$ cat config.mk
export PLATFORM = sky130hd
export DESIGN_NAME = tone_io_b3
export DESIGN_NICKNAME = d
export VERILOG_FILES = /design/src/rtl/tone_io_b3.sv
export SDC_FILE = /design/constraint.sdc
export NUM_CORES = 1
export LEC_CHECK = 0
export ABC_AREA = 1
export CORE_UTILIZATION = 45
export CTS_CLUSTER_DIAMETER = 200
export CTS_CLUSTER_SIZE = 24
export DETAILED_ROUTE_END_ITERATION = 8
export SLEW_MARGIN = 20
export SYNTH_ARGS = -nofsm -noshare
export SYNTH_HDL_FRONTEND = slang
export SYNTH_SLANG_ARGS = --single-unit
$ cat constraint.sdc
create_clock -name clk -period 14.65 [get_ports clk]
set_input_delay 2.93 -clock clk [delete_from_list [all_inputs] [get_ports clk]]
set_output_delay 2.93 -clock clk [all_outputs]
set_load 0.01 [all_outputs]
$ cat src/rtl/tone_io_b3.sv
// ---------------------------------------------------------------------------
// tone_io_b3
//
// Multi-channel square-wave tone generator on the AVR 8-bit I/O port bus.
// Each channel has a 16-bit half-period (in tone ticks), a 4-bit volume and a
// one-shot duration timer (in duration ticks). The audible channels are summed
// and fed to a first-order sigma-delta modulator that drives a 1-bit pin.
//
// Register map (channel c at 4c+0..4c+3, globals at G = 4*N_CHAN):
//   4c+0  period lo   write: shadow only, read: committed period[7:0]
//   4c+1  period hi   write: commit {data_in, shadow}, restart phase
//   4c+2  volume      low nibble only
//   4c+3  duration    write: load timer and start channel (0 = endless)
//   G+0   enable mask
//   G+1   status      read: active bits, write: 1-to-stop
//
// Ports:
//   clk        system clock
//   reset      synchronous, active-high reset
//   addr       port address
//   data_out   combinational read data (0 when re=0 or unmapped)
//   data_in    write data
//   re         read enable
//   we         write enable
//   signal_out sigma-delta audio bit (registered)
// ---------------------------------------------------------------------------
module tone_io_b3 #(
    parameter int N_CHAN   = 4,
    parameter int ADDR_W   = 5,
    parameter int TONE_DIV = 100,
    parameter int DUR_DIV  = 100000
) (
    input  logic              clk,
    input  logic              reset,
    input  logic [ADDR_W-1:0] addr,
    output logic [7:0]        data_out,
    input  logic [7:0]        data_in,
    input  logic              re,
    input  logic              we,
    output logic              signal_out
);

    // Mixer width: enough headroom for N_CHAN channels at full volume.
    localparam int MW = 4 + $clog2(N_CHAN + 1);
    localparam int G  = 4 * N_CHAN;

    logic [7:0]        shadow_lo [N_CHAN];
    logic [15:0]       period    [N_CHAN];
    logic [3:0]        volume    [N_CHAN];
    logic [7:0]        dur_cnt   [N_CHAN];
    logic [15:0]       tone_cnt  [N_CHAN];
    logic [N_CHAN-1:0] active;
    logic [N_CHAN-1:0] timed;
    logic [N_CHAN-1:0] sq;
    logic [N_CHAN-1:0] enable;

    logic [31:0]       tone_pre;
    logic [31:0]       dur_pre;
    logic              tone_tick;
    logic              dur_tick;
    logic              wr_enable;
    logic              wr_status;

    logic [MW-1:0]     mix;
    logic [MW:0]       acc;

    assign tone_tick = (tone_pre == 32'(TONE_DIV - 1));
    assign dur_tick  = (dur_pre  == 32'(DUR_DIV - 1));
    assign wr_enable = we && (addr == ADDR_W'(G));
    assign wr_status = we && (addr == ADDR_W'(G + 1));

    // Shared prescalers; each tick is a single-cycle strobe.
    always_ff @(posedge clk) begin
        if (reset) begin
            tone_pre <= '0;
            dur_pre  <= '0;
        end else begin
            tone_pre <= tone_tick ? '0 : tone_pre + 32'd1;
            dur_pre  <= dur_tick  ? '0 : dur_pre  + 32'd1;
        end
    end

    // Per-channel registers, tone phase and duration timer.
    // A period commit restarts the phase so the new pitch starts cleanly at
    // sq=0; CPU duration/stop writes take priority over a coincident dur_tick.
    always_ff @(posedge clk) begin
        for (int c = 0; c < N_CHAN; c++) begin
            if (reset) begin
                shadow_lo[c] <= '0;
                period[c]    <= '0;
                volume[c]    <= '0;
                dur_cnt[c]   <= '0;
                tone_cnt[c]  <= '0;
                active[c]    <= 1'b0;
                timed[c]     <= 1'b0;
                sq[c]        <= 1'b0;
            end else begin
                if (we && addr == ADDR_W'(4 * c))
                    shadow_lo[c] <= data_in;
                if (we && addr == ADDR_W'(4 * c + 2))
                    volume[c] <= data_in[3:0];

                if (we && addr == ADDR_W'(4 * c + 1)) begin
                    period[c]   <= {data_in, shadow_lo[c]};
                    tone_cnt[c] <= '0;
                    sq[c]       <= 1'b0;
                end else if (period[c] == 16'd0) begin
                    tone_cnt[c] <= '0;
                    sq[c]       <= 1'b0;
                end else if (tone_tick) begin
                    if (tone_cnt[c] == period[c] - 16'd1) begin
                        tone_cnt[c] <= '0;
                        sq[c]       <= ~sq[c];
                    end else begin
                        tone_cnt[c] <= tone_cnt[c] + 16'd1;
                    end
                end

                if (we && addr == ADDR_W'(4 * c + 3)) begin
                    dur_cnt[c] <= data_in;
                    active[c]  <= 1'b1;
                    timed[c]   <= (data_in != 8'd0);
                end else if (wr_status && data_in[c]) begin
                    dur_cnt[c] <= '0;
                    active[c]  <= 1'b0;
                    timed[c]   <= 1'b0;
                end else if (dur_tick && timed[c]) begin
                    if (dur_cnt[c] > 8'd1) begin
                        dur_cnt[c] <= dur_cnt[c] - 8'd1;
                    end else if (dur_cnt[c] == 8'd1) begin
                        dur_cnt[c] <= '0;
                        active[c]  <= 1'b0;
                        timed[c]   <= 1'b0;
                    end
                end
            end
        end
    end

    always_ff @(posedge clk) begin
        if (reset)
            enable <= '0;
        else if (wr_enable)
            enable <= data_in[N_CHAN-1:0];
    end

    // Digital mixer: sum of the volumes of every audible channel.
    always_comb begin
        mix = '0;
        for (int c = 0; c < N_CHAN; c++) begin
            if (enable[c] && active[c] && (period[c] != 16'd0) && sq[c])
                mix = mix + MW'(volume[c]);
        end
    end

    // First-order sigma-delta: the carry out of the MW-bit accumulator is the
    // output bit. acc is a register, so signal_out is registered as well and
    // drops to 0 one cycle after mix goes to 0.
    always_ff @(posedge clk) begin
        if (reset)
            acc <= '0;
        else
            acc <= {1'b0, acc[MW-1:0]} + (MW+1)'(mix);
    end

    assign signal_out = acc[MW];

    // Combinational read mux.
    always_comb begin
        data_out = '0;
        if (re) begin
            for (int c = 0; c < N_CHAN; c++) begin
                if (addr == ADDR_W'(4 * c))
                    data_out = period[c][7:0];
                if (addr == ADDR_W'(4 * c + 1))
                    data_out = period[c][15:8];
                if (addr == ADDR_W'(4 * c + 2))
                    data_out = {4'd0, volume[c]};
                if (addr == ADDR_W'(4 * c + 3))
                    data_out = dur_cnt[c];
            end
            if (addr == ADDR_W'(G))
                data_out = 8'(enable);
            if (addr == ADDR_W'(G + 1))
                data_out = 8'(active);
        end
    end

endmodule

==> results of run 1 <==
## state kept, by name (all words and copies together), names as in the netlist
register,cells
sq,4
volume,16
period,64
dur_pre,32
timed,4
active,4
tone_pre,32
acc,8
tone_cnt,64
shadow_lo,32
enable,4
dur_cnt,32
## final timing paths
check                                                 from               endpoint  slack [ns]
worst max-delay path                               addr[0]            data_out[7]        5.22
worst min-delay path                 dur_pre[0]$_SDFF_PP0_  dur_pre[0]$_SDFF_PP0_        0.45
worst max register to register  period[0][0]$_SDFFCE_PN0P_      acc[7]$_SDFF_PP0_        8.78
worst min register to register       dur_pre[0]$_SDFF_PP0_  dur_pre[0]$_SDFF_PP0_        0.45
## through the flow
stage          hold WS [ns]  power [uW]  instances  setup slack (ns)  utilization (%)
3_3_place_gp          0.424        1130       2948              5.30             47.6
4_1_cts               0.455        1640       2976              5.25             48.7
5_1_grt               0.478        1690       2976              4.89             48.7
2_1_floorplan         0.413        1070       2423              7.33                -
3_5_place_dp          0.437        1130       2948              5.25             47.6
6_report              0.452        1620       2976              5.22             48.7
## cell type report
cell class | instances | area, sq um
fillers | 4059 | 21000
flip-flops and latches | 296 | 8010
clock inverters | 1 | 16.3
repair buffers | 31 | 295
inverters | 361 | 1360
clock buffers | 27 | 463
multi-input cells | 1728 | 9140
well taps | 532 | 666
## layout by cell type, fill, tap and decap left out, drive strengths merged, types with 11 or more instances in the layout
master and count:
nor4 28, a21oi 89, xor2 122, nor2 450
ha 37, inv 358, dfxtp 88, o21ai 93
clkbuf 27, nor3 75, edfxtp 208, or2 22
o22ai 12, nand2 464, nor3b 11, nand4 78
clkdlybuf4s50 25, nand3b 12, nand3 153, xnor2 46
## metal layers
layer | share of wire, % | GRT usage [%] | up-vias
met5 | 0 | 0 | -
met4 | 2.0 | 6.25 | 0
met3 | 6.4 | 3.22 | 59
met2 | 45 | 37.9 | 404
met1 | 46 | 32.9 | 7228
li1 | - | - | 7908
## power by group through the flow
stage	clock network [uW]	logic, uW	registers [uW]
6_report	511	157	956
5_1_grt	551	176	960
4_1_cts	526	157	955
3_5_place_dp	0	156	975
3_3_place_gp	0	154	974
2_1_floorplan	0	112	960
## cells by family after synthesis
family,after synthesis
simple gates,1303
buf+inv,399
flops,296
compound gates,214
xor+xnor,170
fa+ha+maj,41
==> qor.csv, run 1 <==
stage,metric,value,unit
cts,CTS H-Tree Depth,1,
synth,Post-synth EDFFs,208,
global_routing,pin count of the biggest net entering global routing,37,
place,RePlAce Congestion,0.898,
setup_path,Worst Reg-to-Reg Cells,33,
status,outcome,"finished, final reports clean",
timing,max_slew headroom,32.6,%
timing,maximum operating frequency,106,MHz
timing,Final min period,9.43,ns
floorplanning,Initial Utilization,45.7,%
timing,Setup Skew,0.0480,ns
setup_path,Worst Path Required,11.72,ns
cts,clk slew on worst S/H paths,0.10,ns
floorplanning,core area,0.0409,sq mm
timing,worst slew pin tran,1.00,ns
synth,top cell type's share of synthesized area,33.4,%
place,dpl hpwl,36900,um
synth,"FF+latch count, synth",296,
synth,Synth Cell Area,0.0187,sq mm
floorplanning,Top Ports,26,
power_and_ir_drop,P_sw,427,uW
timing,TNS Setup,0,ns
floorplanning,chip height,206,um
timing,final hold violation count,0,
layout,Area growth syn-to-layout,6.63,%
power_and_ir_drop,Clk pwr share,31.5,%
setup_path,crit path cell chain,clkdlybuf4s50_1 -> inv_1 -> nor2_1 -> nand2_1 -> inv_1 -> a21oi_1 -> o2111ai_1 -> o21ai_0 -> nand3_1 -> o21ai_0 -> nand3_1 -> nand2_1 -> a21oi_1 -> clkdlybuf4s50_1,
setup_path,CP top delay family,buffers and inverters,
place,I/O Buffers,25,
setup_path,slowest CP cell,clkdlybuf4s50_1,
setup_path,Crit Path Class,input port to output pin,
setup_path,CP Buf/Inv Count,4,
power_and_ir_drop,Logic pwr share,9.7,%
synth,Post-Synth Adder-Cell Area,2.90,%
power_and_ir_drop,Sequential Power Share,58.9,%
detailed_routing,DRT iter0 DRCs,1106,
cts,Post-CTS Setup Inserts,0,
synth,Synthesis Warnings,0,
power_and_ir_drop,Sw Share,26.3,%
synth,fraction of registers with async set/reset,0,%
detailed_routing,post-route ant nets,0,
place,Placed Area,0.0195,sq mm
synth,Synth area leaders,"edfxtp_1 (33%), dfxtp_1 (9.4%), nand2_1 (9.1%)",
synth,multiplexer share of the synthesized area,0,%
timing,Pins Over Slew Limit,0,
layout,Final nets,2492,
synth,Synth Area in Compound Gates,6.14,%
floorplanning,DIE AREA,0.0424,sq mm
synth,combinational family with the most area after synthesis,simple AND/OR/NAND/NOR gates,
timing,# setup viols final,0,
synth,"area leader, netlist",edfxtp_1,
layout,share of layout cells above drive strength 1,5.52,%
setup_path,Levels on crit path,14,
synth,top-count cell post-synth,nand2_1,
global_routing,vias in the first global route,14700,
cts,post-cts sizing count,0,
synth,Yosys cell types,58,
setup_path,delay of the slowest critical-path stage,0.75,ns
global_routing,global-route wire length before repair,77700,um
detailed_routing,drc violations,0,
flow_run,max cap viols,0,
cts,CTS hold repair buffers,0,
synth,top_reg_cell synth,edfxtp_1,
global_routing,Overflow after GRT,0,
synth,Synth Area in XOR/XNOR,8.19,%
setup_path,worst-path maximum fanout,11,
detailed_routing,drt first pass iters,6,
floorplanning,Rows,74,
cts,latest clock arrival within the worst-skew pair,0.54,ns
cts,CTS tree,done,
detailed_routing,DR WL/cell,16.5,um
hold_path,Hold Path Stages,1,
cts,total CTS buffers,16,
power_and_ir_drop,Leakage,0.00814,uW
cts,clk buf depth,3,
detailed_routing,final wirelength,49200,um
global_routing,GRT Total Usage,23.5,%
hold_path,worst hold path class,register to register,
setup_path,Startpoint Class,input port,
layout,antenna cells,0,
cts,root buffer cell,clkbuf_16,
power_and_ir_drop,Power Internal,1200,uW
timing,RSZ-0062 raised after global routing,no,
timing,period utilization,64.4,%
synth,Syn Inst Count,2423,
detailed_routing,routed via count,15600,
synth,Synthesized Nets,2481,
detailed_routing,Avg Vias per Cell,5.24,
layout,Finished Cell Area,0.0199,sq mm
synth,Avg Inst Size Synth,7.72,sq um
synth,synth cell count leaders,"nand2_1 (454), nor2_1 (411), inv_1 (344)",
global_routing,initial antenna violation count,1,
power_and_ir_drop,PwrDens,81.4,mW/mm^2
synth,"Seq/Total Area, Yosys",42.8,%
floorplanning,die width,206,um
setup_path,CP arrival,6.50,ns
setup_path,Critical Path Sink Type,output pin,
power_and_ir_drop,VDD IR-drop max,64.3,uV
synth,simple-gate share of the synthesized area,31.6,%
cts,# clock sinks,296,
Note: power is estimated with default switching activity, not from simulation.
==> inputs of run 2 (changes only) <==
==> constraint.sdc (replaced) <==
create_clock -name clk -period 9.5 [get_ports clk]
set_input_delay 1.9 -clock clk [delete_from_list [all_inputs] [get_ports clk]]
set_output_delay 1.9 -clock clk [all_outputs]
set_load 0.01 [all_outputs]
==> run 2 against run 1 <==
  * Critical path depth is the same
  * Die area is the same
  * Critical endpoint is now data_out[5]
  * Clock skew shrank 0.011 ns
  * Sequential power grew 54%
  * Setup slack lost 3.2 ns
==> qor.csv, run 2 (synthesized netlist as in run 1, its figures left out) <==
stage,metric,value,unit
floorplanning,Top Ports,26,
layout,FILL cells,4103,
setup_path,worst-path maximum fanout,11,
setup_path,slowest CP cell,clkdlybuf4s50_1,
setup_path,Critical Path Sink Type,output pin,
layout,antenna cells,0,
place,dpl hpwl,36800,um
layout,"commonest non-fill, non-tap cell in the layout",nand2_1,
layout,Area growth syn-to-layout,6.67,%
detailed_routing,Avg Vias per Cell,5.22,
status,outcome,"finished, final reports clean",
hold_path,worst hold path class,register to register,
cts,CTS hold repair buffers,0,
cts,clk buf depth,3,
cts,CTS H-Tree Depth,1,
layout,Final Core Density,48.7,%
setup_path,CP top delay family,buffers and inverters,
global_routing,initial antenna violation count,0,
timing,period utilization,79.1,%
place,I/O Buffers,25,
timing,Setup Skew,0.0369,ns
floorplanning,chip height,206,um
setup_path,Startpoint Class,input port,
detailed_routing,DR WL/cell,16.5,um
layout,register area,0.00801,sq mm
timing,max_slew headroom,34.0,%
setup_path,Crit Path Class,input port to output pin,
cts,Post-CTS Setup Inserts,0,
floorplanning,Rows,74,
setup_path,delay of the slowest critical-path stage,0.75,ns
layout,Final nets,2493,
timing,TNS Setup,0,ns
cts,total CTS buffers,16,
detailed_routing,post-route ant nets,0,
cts,post-cts sizing count,0,
timing,final hold violation count,0,
cts,latest clock arrival within the worst-skew pair,0.54,ns
layout,share of layout cells above drive strength 1,5.56,%
layout,most frequent cells in the layout,"nand2_1 (454), nor2_1 (411), inv_1 (344)",
setup_path,crit path cell chain,clkdlybuf4s50_1 -> inv_1 -> nor2_1 -> nand2_1 -> inv_1 -> a21oi_1 -> nand4_1 -> o21ai_0 -> nand3_1 -> o21ai_0 -> nand3_1 -> o21ai_0 -> a21oi_1 -> clkdlybuf4s50_1,
global_routing,global-route wire length before repair,77900,um
cts,# clock sinks,296,
cts,clk slew on worst S/H paths,0.10,ns
timing,# setup viols final,0,
power_and_ir_drop,PwrDens,125,mW/mm^2
cts,root buffer cell,clkbuf_16,
floorplanning,DIE AREA,0.0424,sq mm
global_routing,vias in the first global route,14800,
place,Inst Count DP,2949,
setup_path,most numerous cell on the critical path,o21ai_0,
place,RePlAce Congestion,0.925,
detailed_routing,final wirelength,49100,um
power_and_ir_drop,Leakage,0.00814,uW
detailed_routing,drc violations,0,
flow_run,max cap viols,0,
cts,CTS tree,done,
timing,Final min period,7.52,ns
global_routing,GRT Total Usage,23.4,%
timing,maximum operating frequency,133,MHz
layout,Largest regs,"period: 64 flops, tone_cnt: 64 flops",
power_and_ir_drop,total design power,2500,uW
timing,RSZ-0062 raised after global routing,no,
timing,Pins Over Slew Limit,0,
setup_path,CP arrival,5.62,ns
detailed_routing,DRT iter0 DRCs,1226,
floorplanning,core area,0.0409,sq mm
floorplanning,die width,206,um
layout,area of the multi-input gates,0.00914,sq mm
floorplanning,Initial Utilization,45.7,%
global_routing,pin count of the biggest net entering global routing,37,
detailed_routing,routed via count,15500,
global_routing,Overflow after GRT,0,
layout,Layout Cells excl Fill,2977,
setup_path,CP Buf/Inv Count,4,
timing,worst slew pin tran,0.984,ns
setup_path,Worst Path Required,7.60,ns
power_and_ir_drop,VDD IR-drop max,89.4,uV
detailed_routing,drt first pass iters,6,
-- run 2: path summary, 6_finish.rpt --
kind / cells past startpoint / end / start / slack [ns]
max reg2reg: 35 / acc[6]$_SDFF_PP0_ / period[0][0]$_SDFFCE_PN0P_ / 3.58
max: 14 / data_out[5] / addr[0] / 1.98
min: 1 / dur_pre[0]$_SDFF_PP0_ / dur_pre[0]$_SDFF_PP0_ / 0.45
min reg2reg: 1 / dur_pre[0]$_SDFF_PP0_ / dur_pre[0]$_SDFF_PP0_ / 0.45
-- run 2: area by class of cell --
cell class              count  share of cell area (%)
inverters                 361                    6.79
repair buffers             32                    1.52
clock inverters             1                  0.0815
clock buffers              27                    2.32
multi-input cells        1728                    45.8
flip-flops and latches    296                    40.1
well taps                 532                    3.34
-- run 2: where the power goes --
part	leakage (uW)	switching (uW)	internal [uW]	total [uW]
clock	0.000229	440	343	783
sequential	0.00279	51.6	1420	1470
combinational	0.00512	163	80.6	243
-- run 2: routing by layer --
| layer | track usage, % | vias up | routed length (um) |
|---|---|---|---|
| met2 | 38.2 | 371 | 22000 |
| li1 | - | 7923 | - |
| met4 | 4.75 | 0 | 866 |
| met3 | 2.49 | 54 | 2710 |
| met5 | 0 | - | 0 |
| met1 | 33.6 | 7182 | 23500 |
-- run 2: stage by stage --
stage | area [sq um] | worst slack (ns) | hold WS (ns)
floorplan | 18700 | 4.24 | 0.413
global placement | 19500 | 2.18 | 0.424
detailed placement | 19500 | 2.12 | 0.441
CTS | 20000 | 2.10 | 0.456
global route | 20000 | 1.88 | 0.473
finish | 20000 | 1.98 | 0.450
==> inputs of run 3 (changes only) <==
==> constraint.sdc (replaced) <==
create_clock -name clk -period 6.6 [get_ports clk]
set_input_delay 1.32 -clock clk [delete_from_list [all_inputs] [get_ports clk]]
set_output_delay 1.32 -clock clk [all_outputs]
set_load 0.01 [all_outputs]
==> run 3 against run 2 <==
  * Cell count barely moved
  * Via count rose by 1.2%
  * Hold slack got worse by 0.0045 ns
  * Non-clock buffer count rose by 1
  * Utilization barely moved
  * First-iteration DRC count rose by 14%
  * Routed wire length fell by 1.4%
  * Critical path type unchanged
  * Highest routed layer unchanged
==> qor.csv, run 3 (synthesized netlist as in run 1, its figures left out) <==
stage,metric,value,unit
timing,worst slew pin tran,0.963,ns
layout,Layout Cells excl Fill,2978,
detailed_routing,DR WL/cell,16.3,um
setup_path,CP top delay family,buffers and inverters,
cts,latest clock arrival within the worst-skew pair,0.55,ns
layout,antenna cells,0,
timing,final hold violation count,0,
setup_path,CP arrival,4.61,ns
cts,Post-CTS Setup Inserts,0,
place,I/O Buffers,25,
timing,Final min period,5.93,ns
global_routing,GRT Total Usage,23.3,%
cts,clk buf depth,3,
power_and_ir_drop,PwrDens,180,mW/mm^2
status,outcome,"finished, final reports clean",
setup_path,R2R setup slack,0.93,ns
timing,TNS Setup,0,ns
floorplanning,Top Ports,26,
layout,"commonest non-fill, non-tap cell in the layout",nand2_1,
setup_path,Critical Path Sink Type,output pin,
place,dpl hpwl,36800,um
cts,total CTS buffers,16,
timing,maximum operating frequency,169,MHz
cts,root buffer cell,clkbuf_16,
cts,# clock sinks,296,
detailed_routing,drt first pass iters,6,
floorplanning,die width,206,um
cts,clk slew on worst S/H paths,0.10,ns
floorplanning,DIE AREA,0.0424,sq mm
setup_path,Worst Path Required,5.28,ns
setup_path,crit path cell chain,clkdlybuf4s50_1 -> nor2_1 -> inv_1 -> nor2_1 -> a21oi_1 -> o2111ai_1 -> o21ai_0 -> nand3_1 -> o21ai_0 -> nand3_1 -> nand2_1 -> a21oi_1 -> clkdlybuf4s50_1,
setup_path,Startpoint Class,input port,
setup_path,CP Buf/Inv Count,3,
layout,most frequent cells in the layout,"nand2_1 (454), nor2_1 (411), inv_1 (344)",
place,Placed Area,0.0195,sq mm
setup_path,Worst Reg-to-Reg Cells,36,
setup_path,worst r2r src,period[0][0]$_SDFFCE_PN0P_,
layout,Area growth syn-to-layout,6.66,%
global_routing,pin count of the biggest net entering global routing,33,
hold_path,worst hold path class,register to register,
timing,Pins Over Slew Limit,0,
layout,Largest regs,"period: 64 flops, tone_cnt: 64 flops",
cts,CTS hold repair buffers,0,
setup_path,delay of the slowest critical-path stage,0.61,ns
setup_path,Crit Path Class,input port to output pin,
layout,FILL cells,4097,
timing,period utilization,89.8,%
power_and_ir_drop,total design power,3580,uW
power_and_ir_drop,Leakage,0.00814,uW
setup_path,slowest CP cell,clkdlybuf4s50_1,
hold_path,Hold Path Sink,dur_pre[0]$_SDFF_PP0_,
detailed_routing,Avg Vias per Cell,5.28,
cts,post-cts sizing count,0,
global_routing,initial antenna violation count,0,
layout,Finished Cell Area,0.0199,sq mm
cts,CTS tree,done,
layout,share of layout cells above drive strength 1,5.60,%
floorplanning,core area,0.0409,sq mm
timing,RSZ-0062 raised after global routing,no,
detailed_routing,final wirelength,48400,um
hold_path,Hold Path Stages,1,
global_routing,vias in the first global route,14900,
detailed_routing,post-route ant nets,0,
global_routing,global-route wire length before repair,78000,um
place,RePlAce Congestion,0.950,
power_and_ir_drop,VDD IR-drop max,184,uV
detailed_routing,routed via count,15700,
timing,Setup Skew,0.0478,ns
setup_path,worst-path maximum fanout,11,
detailed_routing,DRT iter0 DRCs,1397,
cts,CTS H-Tree Depth,1,
detailed_routing,drc violations,0,
timing,# setup viols final,0,
timing,max_slew headroom,35.3,%
floorplanning,Rows,74,
floorplanning,Initial Utilization,45.7,%
hold_path,min-delay src,dur_pre[0]$_SDFF_PP0_,
place,Inst Count DP,2950,
setup_path,reg2reg end,acc[6]$_SDFF_PP0_,
flow_run,max cap viols,0,
floorplanning,chip height,206,um
global_routing,Overflow after GRT,0,
layout,Final nets,2494,
[run 3: cell types whose count changed in the layout (fill, tap and decap cells not counted)]
| cell | previous run | this run |
|---|---|---|
| o21ai_1 | 9 | 10 |
| clkbuf_16 | 17 | 16 |
| clkinv_8 | 0 | 1 |
| o21ai_0 | 84 | 83 |
| buf_4 | 7 | 8 |
[run 3: routing by layer]
metal,wire length (um),up-vias,track usage [%]
li1,-,7930,-
met1,22700,7291,32.7
met2,21700,426,37.8
met3,2840,71,2.62
met4,1250,0,6.54
met5,0,-,0
[run 3: worst max-delay path by stage]
stage,endpoint,depth (start not counted),from
final,data_out[7],13,addr[0]
after global routing,acc[6]$_SDFF_PP0_,35,period[0][0]$_SDFFCE_PN0P_
after CTS,data_out[3],17,addr[0]
after detailed placement,data_out[3],17,addr[0]
after global placement,data_out[3],17,addr[0]
after floorplan,acc[7]$_SDFF_PP0_,33,period[0][0]$_SDFFCE_PN0P_
[run 3: through the flow]
stage	hold WS, ns	setup slack (ns)	utilization [%]
4_1_cts	0.450	0.760	48.7
6_report	0.446	0.673	48.7
3_3_place_gp	0.425	0.826	47.6
3_5_place_dp	0.435	0.782	47.6
2_1_floorplan	0.413	1.66	-
5_1_grt	0.452	0.314	48.7
[run 3: area by class of cell]
class                      count  area (sq um)  area share, %
clock inverter                 2          32.5          0.163
tap                          532           666           3.34
timing repair buffer          33           310           1.56
multi-input combinational   1728          9140           45.8
inverter                     361          1360           6.79
sequential                   296          8010           40.1
clock buffer                  26           438           2.20
[run 3: power by group]
group / switching, uW / total (uW) / internal (uW)
clock: 644 / 1120 / 473
combinational: 233 / 350 / 117
sequential: 71.3 / 2120 / 2050
[run 3: worst reg2reg max path, delay by kind of cell, from the launching register on]
family / cells / cell delay (ns)
simple gates: 16 / 1.68
fa+ha+maj: 6 / 1.81
xor+xnor: 1 / 0.16
flops: 1 / 0.43
buf+inv: 6 / 0.40
compound gates: 7 / 1.15
